--- src/rtl/imm_gen_pkg.sv ---
// Shared types and constants for the registered immediate generator.
//   imm_type_e : code reported alongside every decoded immediate
//   OPC_*      : RV32/RV64 base opcodes recognised by the decoder
package imm_gen_pkg;

    typedef enum logic [2:0] {
        IMM_NONE  = 3'd0,
        IMM_I     = 3'd1,
        IMM_S     = 3'd2,
        IMM_B     = 3'd3,
        IMM_U     = 3'd4,
        IMM_J     = 3'd5,
        IMM_SHAMT = 3'd6,
        IMM_CSR   = 3'd7
    } imm_type_e;

    localparam logic [6:0] OPC_LOAD   = 7'b0000011;
    localparam logic [6:0] OPC_OPIMM  = 7'b0010011;
    localparam logic [6:0] OPC_STORE  = 7'b0100011;
    localparam logic [6:0] OPC_BRANCH = 7'b1100011;
    localparam logic [6:0] OPC_JAL    = 7'b1101111;
    localparam logic [6:0] OPC_JALR   = 7'b1100111;
    localparam logic [6:0] OPC_LUI    = 7'b0110111;
    localparam logic [6:0] OPC_AUIPC  = 7'b0010111;
    localparam logic [6:0] OPC_OP     = 7'b0110011;
    localparam logic [6:0] OPC_FENCE  = 7'b0001111;
    localparam logic [6:0] OPC_SYSTEM = 7'b1110011;

endpackage

--- src/rtl/imm_decode_comb.sv ---
// Combinational immediate decoder.
//   inst_code : 32-bit instruction word
//   imm       : immediate, extended to XLEN (0 for illegal / immediate-less encodings)
//   imm_type  : imm_type_e code
//   illegal   : encoding not supported
module imm_decode_comb
    import imm_gen_pkg::*;
#(
    parameter int XLEN = 32
) (
    input  logic [31:0]     inst_code,
    output logic [XLEN-1:0] imm,
    output imm_type_e       imm_type,
    output logic            illegal
);

    if (XLEN != 32 && XLEN != 64) begin : g_bad_xlen
        $error("imm_decode_comb: XLEN must be 32 or 64");
    end

    logic [6:0]  opcode;
    logic [2:0]  funct3;
    logic [31:0] imm32;

    assign opcode = inst_code[6:0];
    assign funct3 = inst_code[14:12];

    // Every immediate is formed as a 32-bit value and then sign-extended from bit 31.
    // Zero-extended fields (shamt, zimm) never reach bit 31, so one extension rule
    // covers all cases. Opcode constants all end in 2'b11, so a compressed-space
    // word falls through to the illegal default.
    always_comb begin
        imm32    = '0;
        imm_type = IMM_NONE;
        illegal  = 1'b0;
        case (opcode)
            OPC_LOAD, OPC_JALR: begin
                imm32    = {{20{inst_code[31]}}, inst_code[31:20]};
                imm_type = IMM_I;
            end
            OPC_OPIMM: begin
                if (funct3 == 3'b001 || funct3 == 3'b101) begin
                    if (XLEN == 32 && inst_code[25]) begin
                        illegal = 1'b1;
                    end else begin
                        imm_type = IMM_SHAMT;
                        if (XLEN == 64) imm32 = {26'b0, inst_code[25:20]};
                        else            imm32 = {27'b0, inst_code[24:20]};
                    end
                end else begin
                    imm32    = {{20{inst_code[31]}}, inst_code[31:20]};
                    imm_type = IMM_I;
                end
            end
            OPC_STORE: begin
                imm32    = {{20{inst_code[31]}}, inst_code[31:25], inst_code[11:7]};
                imm_type = IMM_S;
            end
            OPC_BRANCH: begin
                imm32    = {{19{inst_code[31]}}, inst_code[31], inst_code[7],
                            inst_code[30:25], inst_code[11:8], 1'b0};
                imm_type = IMM_B;
            end
            OPC_JAL: begin
                imm32    = {{11{inst_code[31]}}, inst_code[31], inst_code[19:12],
                            inst_code[20], inst_code[30:21], 1'b0};
                imm_type = IMM_J;
            end
            OPC_LUI, OPC_AUIPC: begin
                imm32    = {inst_code[31:12], 12'b0};
                imm_type = IMM_U;
            end
            OPC_SYSTEM: begin
                if (funct3[2]) begin
                    imm32    = {27'b0, inst_code[19:15]};
                    imm_type = IMM_CSR;
                end
            end
            OPC_OP, OPC_FENCE: begin
            end
            default: begin
                illegal = 1'b1;
            end
        endcase
    end

    assign imm = XLEN'(signed'(imm32));

endmodule

--- src/rtl/imm_gen_pipe.sv ---
// Registered immediate generator with a 2-entry skid FIFO and an illegal counter.
//   clk, rst_n            : clock, async active-low reset
//   in_valid/in_ready     : input handshake (in_ready depends on occupancy only)
//   inst_code, in_tag     : instruction word and sideband tag
//   out_valid/out_ready   : output handshake
//   imm_out, imm_type     : decoded immediate and its type
//   illegal, out_tag      : illegal flag and returned tag of the head entry
//   illegal_cnt, cnt_clr  : saturating count of accepted illegal words, sync clear
module imm_gen_pipe
    import imm_gen_pkg::*;
#(
    parameter int XLEN      = 32,
    parameter int TAG_W     = 5,
    parameter int ERR_CNT_W = 16
) (
    input  logic                 clk,
    input  logic                 rst_n,
    input  logic                 in_valid,
    output logic                 in_ready,
    input  logic [31:0]          inst_code,
    input  logic [TAG_W-1:0]     in_tag,
    output logic                 out_valid,
    input  logic                 out_ready,
    output logic [XLEN-1:0]      imm_out,
    output imm_type_e            imm_type,
    output logic                 illegal,
    output logic [TAG_W-1:0]     out_tag,
    output logic [ERR_CNT_W-1:0] illegal_cnt,
    input  logic                 cnt_clr
);

    typedef struct packed {
        logic [XLEN-1:0]  imm;
        imm_type_e        imm_type;
        logic             illegal;
        logic [TAG_W-1:0] tag;
    } entry_t;

    logic [XLEN-1:0] dec_imm;
    imm_type_e       dec_type;
    logic            dec_illegal;

    imm_decode_comb #(.XLEN(XLEN)) u_decode (
        .inst_code (inst_code),
        .imm       (dec_imm),
        .imm_type  (dec_type),
        .illegal   (dec_illegal)
    );

    entry_t     ent_in;
    entry_t     ent0;       // head, drives the outputs
    entry_t     ent1;
    logic [1:0] count;
    logic       accept;
    logic       pop;

    assign ent_in = '{imm: dec_imm, imm_type: dec_type, illegal: dec_illegal, tag: in_tag};

    assign in_ready  = (count != 2'd2);
    assign out_valid = (count != 2'd0);
    assign accept    = in_valid && in_ready;
    assign pop       = out_valid && out_ready;

    always_ff @(posedge clk or negedge rst_n) begin
        if (!rst_n) begin
            ent0  <= '0;
            ent1  <= '0;
            count <= 2'd0;
        end else begin
            case ({accept, pop})
                2'b11: begin
                    // accept implies count < 2 and pop implies count > 0, so count is 1
                    ent0 <= ent_in;
                end
                2'b10: begin
                    if (count == 2'd0) ent0 <= ent_in;
                    else               ent1 <= ent_in;
                    count <= count + 2'd1;
                end
                2'b01: begin
                    ent0  <= ent1;
                    count <= count - 2'd1;
                end
                default: begin
                end
            endcase
        end
    end

    assign imm_out  = ent0.imm;
    assign imm_type = ent0.imm_type;
    assign illegal  = ent0.illegal;
    assign out_tag  = ent0.tag;

    always_ff @(posedge clk or negedge rst_n) begin
        if (!rst_n) begin
            illegal_cnt <= '0;
        end else if (cnt_clr) begin
            illegal_cnt <= '0;
        end else if (accept && dec_illegal && (illegal_cnt != '1)) begin
            illegal_cnt <= illegal_cnt + ERR_CNT_W'(1);
        end
    end

endmodule

--- config.mk ---
export PLATFORM = sky130hd
export DESIGN_NAME = imm_gen_pipe
export DESIGN_NICKNAME = d
export VERILOG_FILES = /design/src/rtl/imm_gen_pkg.sv /design/src/rtl/imm_decode_comb.sv /design/src/rtl/imm_gen_pipe.sv
export SDC_FILE = /design/constraint.sdc
export NUM_CORES = 1
export LEC_CHECK = 0
export BUFFER_PORTS_ARGS = -buffer_cell sky130_fd_sc_hd__buf_2
export CORE_MARGIN = 5
export CORE_UTILIZATION = 50
export DETAILED_ROUTE_END_ITERATION = 10
export GPL_ROUTABILITY_DRIVEN = 0
export PLACE_DENSITY = 0.74
export SLEW_MARGIN = 25
export SYNTH_ARGS = -nofsm -noshare
export SYNTH_HDL_FRONTEND = slang
export SYNTH_SLANG_ARGS = --single-unit
--- constraint.sdc ---
create_clock -name clk -period 2.85 [get_ports clk]
set_input_delay 0.4275 -clock clk [delete_from_list [all_inputs] [get_ports clk]]
set_output_delay 0.4275 -clock clk [all_outputs]
set_load 0.02 [all_outputs]
==> reports/summary.txt, run 1 <==
crit-path max FO - 8
share of cells above drive strength 1 - 21.9%
CP Cell Sequence - nor2_1, inv_1, nand2_1, inv_1, ha_1, inv_1, nand2_1, buf_4, nor2_1, a21oi_1
Die Height - 111 um
Fin. Hold Viols - 0
Crit path largest cell delay - 0.56 ns
area delta synth->final - 16.1%
Crit Path Class - flop to flop
Mapped Cells - 558
Final period util - 85.7%
Total Routing Usage GR - 23.0%
Ports - 101
status - finished clean
syn_nets - 603
Port Buffers - 100
synth top area cells - dfrtp_1 49%, a21oi_1 6.1%, nand2_1 5.9%, o21ai_0 5.6%, nor2_1 3.4%
post-cts resize count - 0
Post-Syn Area - 0.00507 mm2
core area - 0.00982 mm2
HPWL after DPL - 9450 um
worst hold path type - input port to async pin
switching share of power - 41.8%
crit path DAT - 2.66 ns
EDFF count, synth - 0
clk buf depth - 2
Final Critical Period - 2.44 ns
Mean Syn Cell Area - 9.09 um2
share of synthesized registers carrying an async set or reset - 100%
Yosys top cell by area - dfrtp_1
sequential area share after synthesis - 49.3%
Rows - 36
most frequent CP cell - inv_1
net switching power - 0.00214 W
Least-Margin Pin Slew - 0.855 ns
Synth cell types - 57
skew final - 0.00804 ns
Static Leak - 2.66 nW
Die X - 111 um
nets@finish - 692
CTS sink cnt - 100
initial antenna violation count - 0
final setup fails - 0
Final ANT Viol Nets - 0
Synth top area share - 49.3%
Root Driver - clkbuf_8
initial core utilization - 51.7%
Internal - 0.00297 W
Antenna diodes - 0
first-pass GRT wire length - 23200 um
DRC viols - 0
combinational power share - 39.7%
CTS Buf Count - 9
latest clock arrival within the worst-skew pair - 0.37 ns
RSZ-0062 raised after global routing - false
1st-iter DRT viols - 305
CTS Hold Bufs - 0
via/cell ratio - 5.84
Final WS setup - 0.407 ns
fmax - 409 MHz
clock power share - 18.2%
commonest non-fill, non-tap cell in the layout - dfrtp_1
CTS clk-pin slew, worst paths - 0.10 ns
htree depth - 3
per-cell routed wire length - 17.6 um
PD cells - 867 mW/mm2
setup TNS - 0 ns
VDD IR max - 0.475 mV
Slew HR - 43.0%
Overflow after GRT - 0
Setup crit start kind - flop
final WL - 13800 um
max-slew violation count - 0
Ys Warns - 0
drt pass-1 iters - 7
CTS tree - yes
via count - 4587
Main synth FF type - dfrtp_1
sequential power share - 42.2%
WP data required - 3.07 ns
Seq cells post-synth - 100
most frequent cells in the layout - 100 x dfrtp_1, 99 x buf_2, 80 x nand2_1, 61 x a21oi_1, 57 x o21ai_0
Crit-path slowest cell - nor2_1
CP endpoint kind - flop
Die ar. - 0.0123 mm2
pre-CTS setup slack - 0.410 ns
max capacitance violation total - 0
setup bufs post-CTS - 0
number of global-route vias before repair - 4558
Finished Core Util - 60.0%
pin count of the biggest net entering global routing - 53
==> logic make-up (layout without fill, tap and decap cells) <==
| family | Yosys count | after routing | share of synthesized area (%) |
|---|---|---|---|
| simple gates | 233 | 233 | 23.4 |
| mux | 17 | 17 | 3.77 |
| fa+ha+maj | 3 | 3 | 0.740 |
| xor+xnor | 4 | 4 | 0.690 |
| buf+inv | 44 | 138 | 3.87 |
| compound gates | 157 | 157 | 18.2 |
| flops | 100 | 100 | 49.3 |
==> final timing paths <==
| kind | cells after the start | start | to | slack [ns] |
|---|---|---|---|---|
| max | 10 | count[0] | imm_out[12] | 0.41 |
| min | 1 | rst_n | illegal_cnt[6] | 0.07 |
| max reg2reg | 10 | count[0] | imm_out[12] | 0.41 |
| min reg2reg | 2 | ent1[4] | ent1[4] | 0.48 |
| max in group asynchronous | 2 | rst_n | ent1[40] | 2.09 |
| min in group clk | 3 | in_tag[2] | ent1[2] | 0.25 |
==> per-layer routing <==
layer / GRT usage [%] / up-vias / part of all wire (%)
li1: - / 2166 / -
met3: 3.60 / 21 / 6.8
met1: 31.8 / 2214 / 44
met4: 8.62 / 0 / 1.9
met5: 0 / - / 0
met2: 36.5 / 186 / 48
==> synthesized netlist by cell type, types with 3 or more instances <==
cell and instances:
or3_1 27, a21oi_1 62, nand4_1 4, or2_2 3, or4_1 5, o21ai_0 57
nand3_1 14, o31ai_1 5, nor4_1 11, nor2_1 46, nor2b_1 13, buf_2 10
nand2_1 80, nand2b_1 4, ha_1 3, clkbuf_1 21, mux2_1 9, a31oi_1 13
mux2i_1 6, inv_1 10, dfrtp_1 100, and3_1 9
==> critical path, delay by kind of cell (launching register included) <==
family                   cells  cell delay (ns)
AND/OR/NAND/NOR              4             1.04
AO/OA/AOI/OAI                1             0.15
flip-flops                   1             0.43
buffers and inverters        4             0.45
adder cells (fa/ha/maj)      1             0.21
==> state kept, by name (all words and copies together) (netlist names) <==
name	cells
imm_type	3
imm_out	32
count	2
ent1	41
illegal	1
out_tag	5
illegal_cnt	16
==> final cells by class <==
type                       instances  area, um2
inverter                          10       37.5
sequential                       100       2500
timing repair buffer             112        606
clock buffer                      11        131
clock inverter                     5       61.3
multi-input combinational        414       2390
tap                              133        166
fill                             913       3930
==> power by group through the flow <==
stage               Combinational, W  Clock (W)  Sequential, W
CTS                          0.00204   0.000935        0.00215
global route                 0.00225   0.000995        0.00221
floorplan                    0.00102          0        0.00243
global placement             0.00197          0        0.00215
finish                       0.00203   0.000928        0.00215
detailed placement           0.00203          0        0.00218
==> metrics by stage <==
stage | hold slack [ns] | std cells | instance area (um2) | power (W)
final | 0.0668 | 785 | 5890 | 0.00511
after floorplan | 0.132 | 558 | 5070 | 0.00346
after global routing | 0.111 | 785 | 5890 | 0.00546
after CTS | 0.0912 | 785 | 5890 | 0.00513
after detailed placement | 0.462 | 769 | 5700 | 0.00421
after global placement | 0.455 | 769 | 5700 | 0.00413
(Power assumes the default switching activity.)
==> run 2, diff against run 1 <==
- PLACE_DENSITY: 0.74 -> 0.76
- clock period: 2.85 -> 2.2 ns (I/O delays scaled with it)
==> run 2 against run 1 <==
  * Worst setup slack worse by 0.23 ns
  * Clock power is 40% higher
  * Wire length shrank 0.21%
==> reports/summary.txt, run 2 (synthesis gave the netlist of run 1 again) <==
status - finished clean
area delta synth->final - 19.7%
worst hold path type - input port to flop
largest reg by FF count - ent1
Root Driver - clkbuf_8
Top delay family on crit path - simple AND/OR/NAND/NOR gates
most frequent cells in the layout - 100 x dfrtp_1, 99 x buf_2, 79 x nand2_1, 60 x a21oi_1, 57 x o21ai_0
Crit Path Class - flop to flop
CTS tree - yes
pin count of the biggest net entering global routing - 47
max-slew violation count - 0
via/cell ratio - 5.81
crit path DAT - 2.25 ns
initial core utilization - 51.7%
Ports - 101
nets@finish - 708
Setup crit start kind - flop
fmax - 493 MHz
Final period util - 92.2%
Final ANT Viol Nets - 0
FF-to-FF path depth - 10
Static Leak - 2.77 nW
most frequent CP cell - inv_1
Die Height - 111 um
Rows - 36
Slew HR - 52.6%
Final Critical Period - 2.03 ns
drt pass-1 iters - 5
latest clock arrival within the worst-skew pair - 0.36 ns
Overflow after GRT - 0
final setup fails - 0
RSZ-0062 raised after global routing - false
HPWL after DPL - 9570 um
DRC viols - 0
1st-iter DRT viols - 398
Finished Core Util - 61.9%
hold path cells - 3
WP data required - 2.42 ns
Die ar. - 0.0123 mm2
per-cell routed wire length - 17.3 um
initial antenna violation count - 0
Crit path largest cell delay - 0.43 ns
CTS sink cnt - 100
pre-CTS setup slack - -0.0118 ns
CTS Buf Count - 9
clk buf depth - 2
share of cells above drive strength 1 - 24.3%
Worst path depth - 10
Least-Margin Pin Slew - 0.709 ns
Die X - 111 um
max FFs per register - 41
PD cells - 1120 mW/mm2
final WL - 13800 um
skew final - 0.0166 ns
number of global-route vias before repair - 4581
Final WS setup - 0.172 ns
Buf+Inv Stages, Crit Path - 4
Total Power - 0.00683 W
Total Routing Usage GR - 22.3%
via count - 4647
VDD IR max - 0.620 mV
CP Cell Sequence - nor2_1, inv_1, nand2_1, inv_1, ha_1, inv_1, nand2_2, buf_4, nor2_2, a21oi_1
CTS clk-pin slew, worst paths - 0.10 ns
first-pass GRT wire length - 22800 um
CP endpoint kind - flop
Port Buffers - 100
Crit-path slowest cell - dfrtp_1
max capacitance violation total - 0
Fin. Hold Viols - 0
crit-path max FO - 8
Antenna diodes - 0
core area - 0.00982 mm2
commonest non-fill, non-tap cell in the layout - dfrtp_1
htree depth - 3
-- run 2: routing by layer --
layer | track usage [%] | share of wire (%)
met5 | 0 | 0
met4 | 6.57 | 1.7
met3 | 4.59 | 7.7
met2 | 34.9 | 47
met1 | 31.4 | 44
-- run 2: worst paths after layout --
path	endpoint	start	slack, ns
worst max-delay path	imm_out[15]	count[0]	0.17
worst min-delay path	ent1[0]	in_tag[0]	0.19
worst max register to register	imm_out[15]	count[0]	0.17
worst min register to register	out_tag[4]	out_tag[4]	0.48
max in group asynchronous	imm_out[28]	rst_n	1.01
min in group asynchronous	illegal_cnt[13]	rst_n	0.51
-- run 2: per-stage QoR --
step / setup TNS, ns / std cells / area [um2] / hold slack [ns]
global placement: 0 / 784 / 5850 / 0.370
floorplan: 0 / 558 / 5080 / 0.0344
finish: 0 / 800 / 6070 / 0.186
CTS: 0 / 800 / 6070 / 0.175
global route: 0 / 800 / 6070 / 0.192
detailed placement: -0.0118 / 784 / 5850 / 0.382
-- run 2: timing repair --
item	4_1_cts	5_1_grt
endpoints found under the hold margin	42	0
setup endpoints to repair	0	11
hold buffers	1	0
setup buffers	0	0
gates resized for setup	0	1
-- run 2: final cells by class --
cell class / count / area, um2
multi-input cells: 414 / 2400
fillers: 888 / 3750
clock inverters: 5 / 86.3
well taps: 133 / 166
clock buffers: 10 / 128
flip-flops and latches: 100 / 2500
inverters: 10 / 37.5
repair buffers: 128 / 753
-- run 2: power breakdown --
part           switching, W  internal, W  total [W]
registers          0.000331      0.00246    0.00279
clock network      0.000655     0.000644    0.00130
logic               0.00180     0.000943    0.00274
total               0.00278      0.00405    0.00683
-- run 2: worst reg2reg max path, cell delays in order, from the launching register on --
cell	delay [ns]
dfrtp_1	0.43
nor2_1	0.16
inv_1	0.08
nand2_1	0.09
inv_1	0.08
ha_1	0.21
inv_1	0.08
nand2_2	0.06
buf_4	0.17
nor2_2	0.38
a21oi_1	0.14
==> run 3, diff against run 2 <==
- CORE_UTILIZATION: 50 -> 25
- PLACE_DENSITY: 0.76 -> 0.45
==> run 3 against run 2 <==
  * Sequential power about the same
  * Power is 11% higher
  * Clock power grew 44%
  * Critical endpoint is now ent1[17]
==> reports/summary.txt, run 3 (synthesis gave the netlist of run 1 again) <==
share of cells above drive strength 1 - 25.8%
max FFs per register - 41
Crit-path slowest cell - dfrtp_1
Critical Path Source - count[0]
latest clock arrival within the worst-skew pair - 0.35 ns
Slew HR - 55.2%
most frequent cells in the layout - 100 x dfrtp_1, 99 x buf_2, 79 x nand2_1, 61 x a21oi_1, 57 x o21ai_0
Crit Path Class - flop to flop
skew final - 0.00968 ns
crit-path max FO - 16
max capacitance violation total - 0
DRC viols - 0
commonest non-fill, non-tap cell in the layout - dfrtp_1
drt pass-1 iters - 4
dpl cell area - 0.00614 mm2
HPWL after DPL - 11800 um
initial antenna violation count - 0
HP Start - in_tag[0]
Ports - 101
final setup fails - 0
per-cell routed wire length - 17.0 um
VDD IR max - 0.439 mV
largest reg by FF count - ent1
Buf+Inv Stages, Crit Path - 3
Static Leak - 2.90 nW
FF-to-FF path depth - 8
via count - 4659
Final Cell Area - 0.00652 mm2
Worst path depth - 8
Die ar. - 0.0232 mm2
CTS tree - yes
pin count of the biggest net entering global routing - 47
Die Height - 152 um
Total Routing Usage GR - 13.8%
Rows - 52
CTS Buf Count - 9
R2R setup slack - 0.14 ns
# fillers - 2097
Setup crit start kind - flop
first-pass GRT wire length - 26000 um
Die X - 152 um
final WL - 16100 um
CTS clk-pin slew, worst paths - 0.07 ns
Overflow after GRT - 0
RR Startpoint - count[0]
Root Driver - clkbuf_16
Final Critical Period - 2.06 ns
initial core utilization - 25.2%
WP data required - 2.43 ns
CTS sink cnt - 100
Final ANT Viol Nets - 0
Top delay family on crit path - simple AND/OR/NAND/NOR gates
clk buf depth - 2
RSZ-0062 raised after global routing - true
fmax - 485 MHz
PD cells - 1170 mW/mm2
Worst R2R End - ent1[17]
CP endpoint kind - flop
htree depth - 3
Fin. Hold Viols - 0
number of global-route vias before repair - 4656
Least-Margin Pin Slew - 0.670 ns
CP Cell Sequence - nand2b_2, nand2_1, buf_4, inv_1, ha_1, nand2_1, buf_4, o21ai_0
Setup crit end - ent1[17]
worst hold path type - input port to flop
area delta synth->final - 28.4%
core area - 0.0201 mm2
nets@finish - 719
Antenna diodes - 0
Final period util - 93.8%
max-slew violation count - 0
Port Buffers - 100
hold slack - 0.194 ns
1st-iter DRT viols - 248
crit path DAT - 2.29 ns
status - finished clean
Crit path largest cell delay - 0.42 ns
via/cell ratio - 4.91
[run 3: worst min-delay path by stage]
| stage | to | slack (ns) | depth (start not counted) |
|---|---|---|---|
| final | ent1[0] | 0.19 | 3 |
| after global routing | ent1[0] | 0.19 | 3 |
| after CTS | ent1[1] | 0.17 | 3 |
| after detailed placement | illegal_cnt[15] | 0.34 | 1 |
| after global placement | illegal_cnt[15] | 0.33 | 1 |
| after floorplan | count[0] | 0.03 | 0 |
[run 3: metal layers]
metal  part of all wire [%]  global-route usage, %
met1                     49                   19.7
met3                    5.3                   3.46
met2                     44                   21.1
met4                    1.6                   3.18
met5                      0                      0
[run 3: area by class of cell]
cell class	count	area, um2	share of cell area [%]
well taps	270	338	5.18
inverters	10	37.5	0.576
flip-flops and latches	100	2500	38.4
clock buffers	11	243	3.72
repair buffers	139	873	13.4
clock inverters	5	106	1.63
multi-input cells	414	2420	37.1
[run 3: stage by stage]
| stage | worst slack [ns] | total power, W | util [%] | TNS [ns] | instances |
|---|---|---|---|---|---|
| 2_1_floorplan | 0.0109 | 0.00449 | - | 0 | 558 |
| 3_3_place_gp | 0.0615 | 0.00571 | 30.5 | 0 | 931 |
| 3_5_place_dp | 0.0290 | 0.00578 | 30.5 | 0 | 931 |
| 4_1_cts | 0.0792 | 0.00769 | 32.3 | 0 | 948 |
| 5_1_grt | -0.0104 | 0.00812 | 32.4 | -0.0214 | 949 |
| 6_report | 0.137 | 0.00760 | 32.4 | 0 | 949 |
[run 3: timing repair]
item                       in CTS  in global routing
gates resized for setup         0                  4
buffers inserted                0                  1
hold endpoints to repair       31                  0
hold buffers                    1                  0
setup endpoints to repair       0                 24
[run 3: power breakdown]
| group | internal [W] | total, W | switching, W |
|---|---|---|---|
| registers | 0.00246 | 0.00279 | 0.000332 |
| clock network | 0.00115 | 0.00187 | 0.000717 |
| logic | 0.00107 | 0.00294 | 0.00187 |
[run 3: tightest hold or removal path, stage by stage]
cell and delay, ns:
buf_2 0.09, nand2_1 0.04, nand2_1 0.05
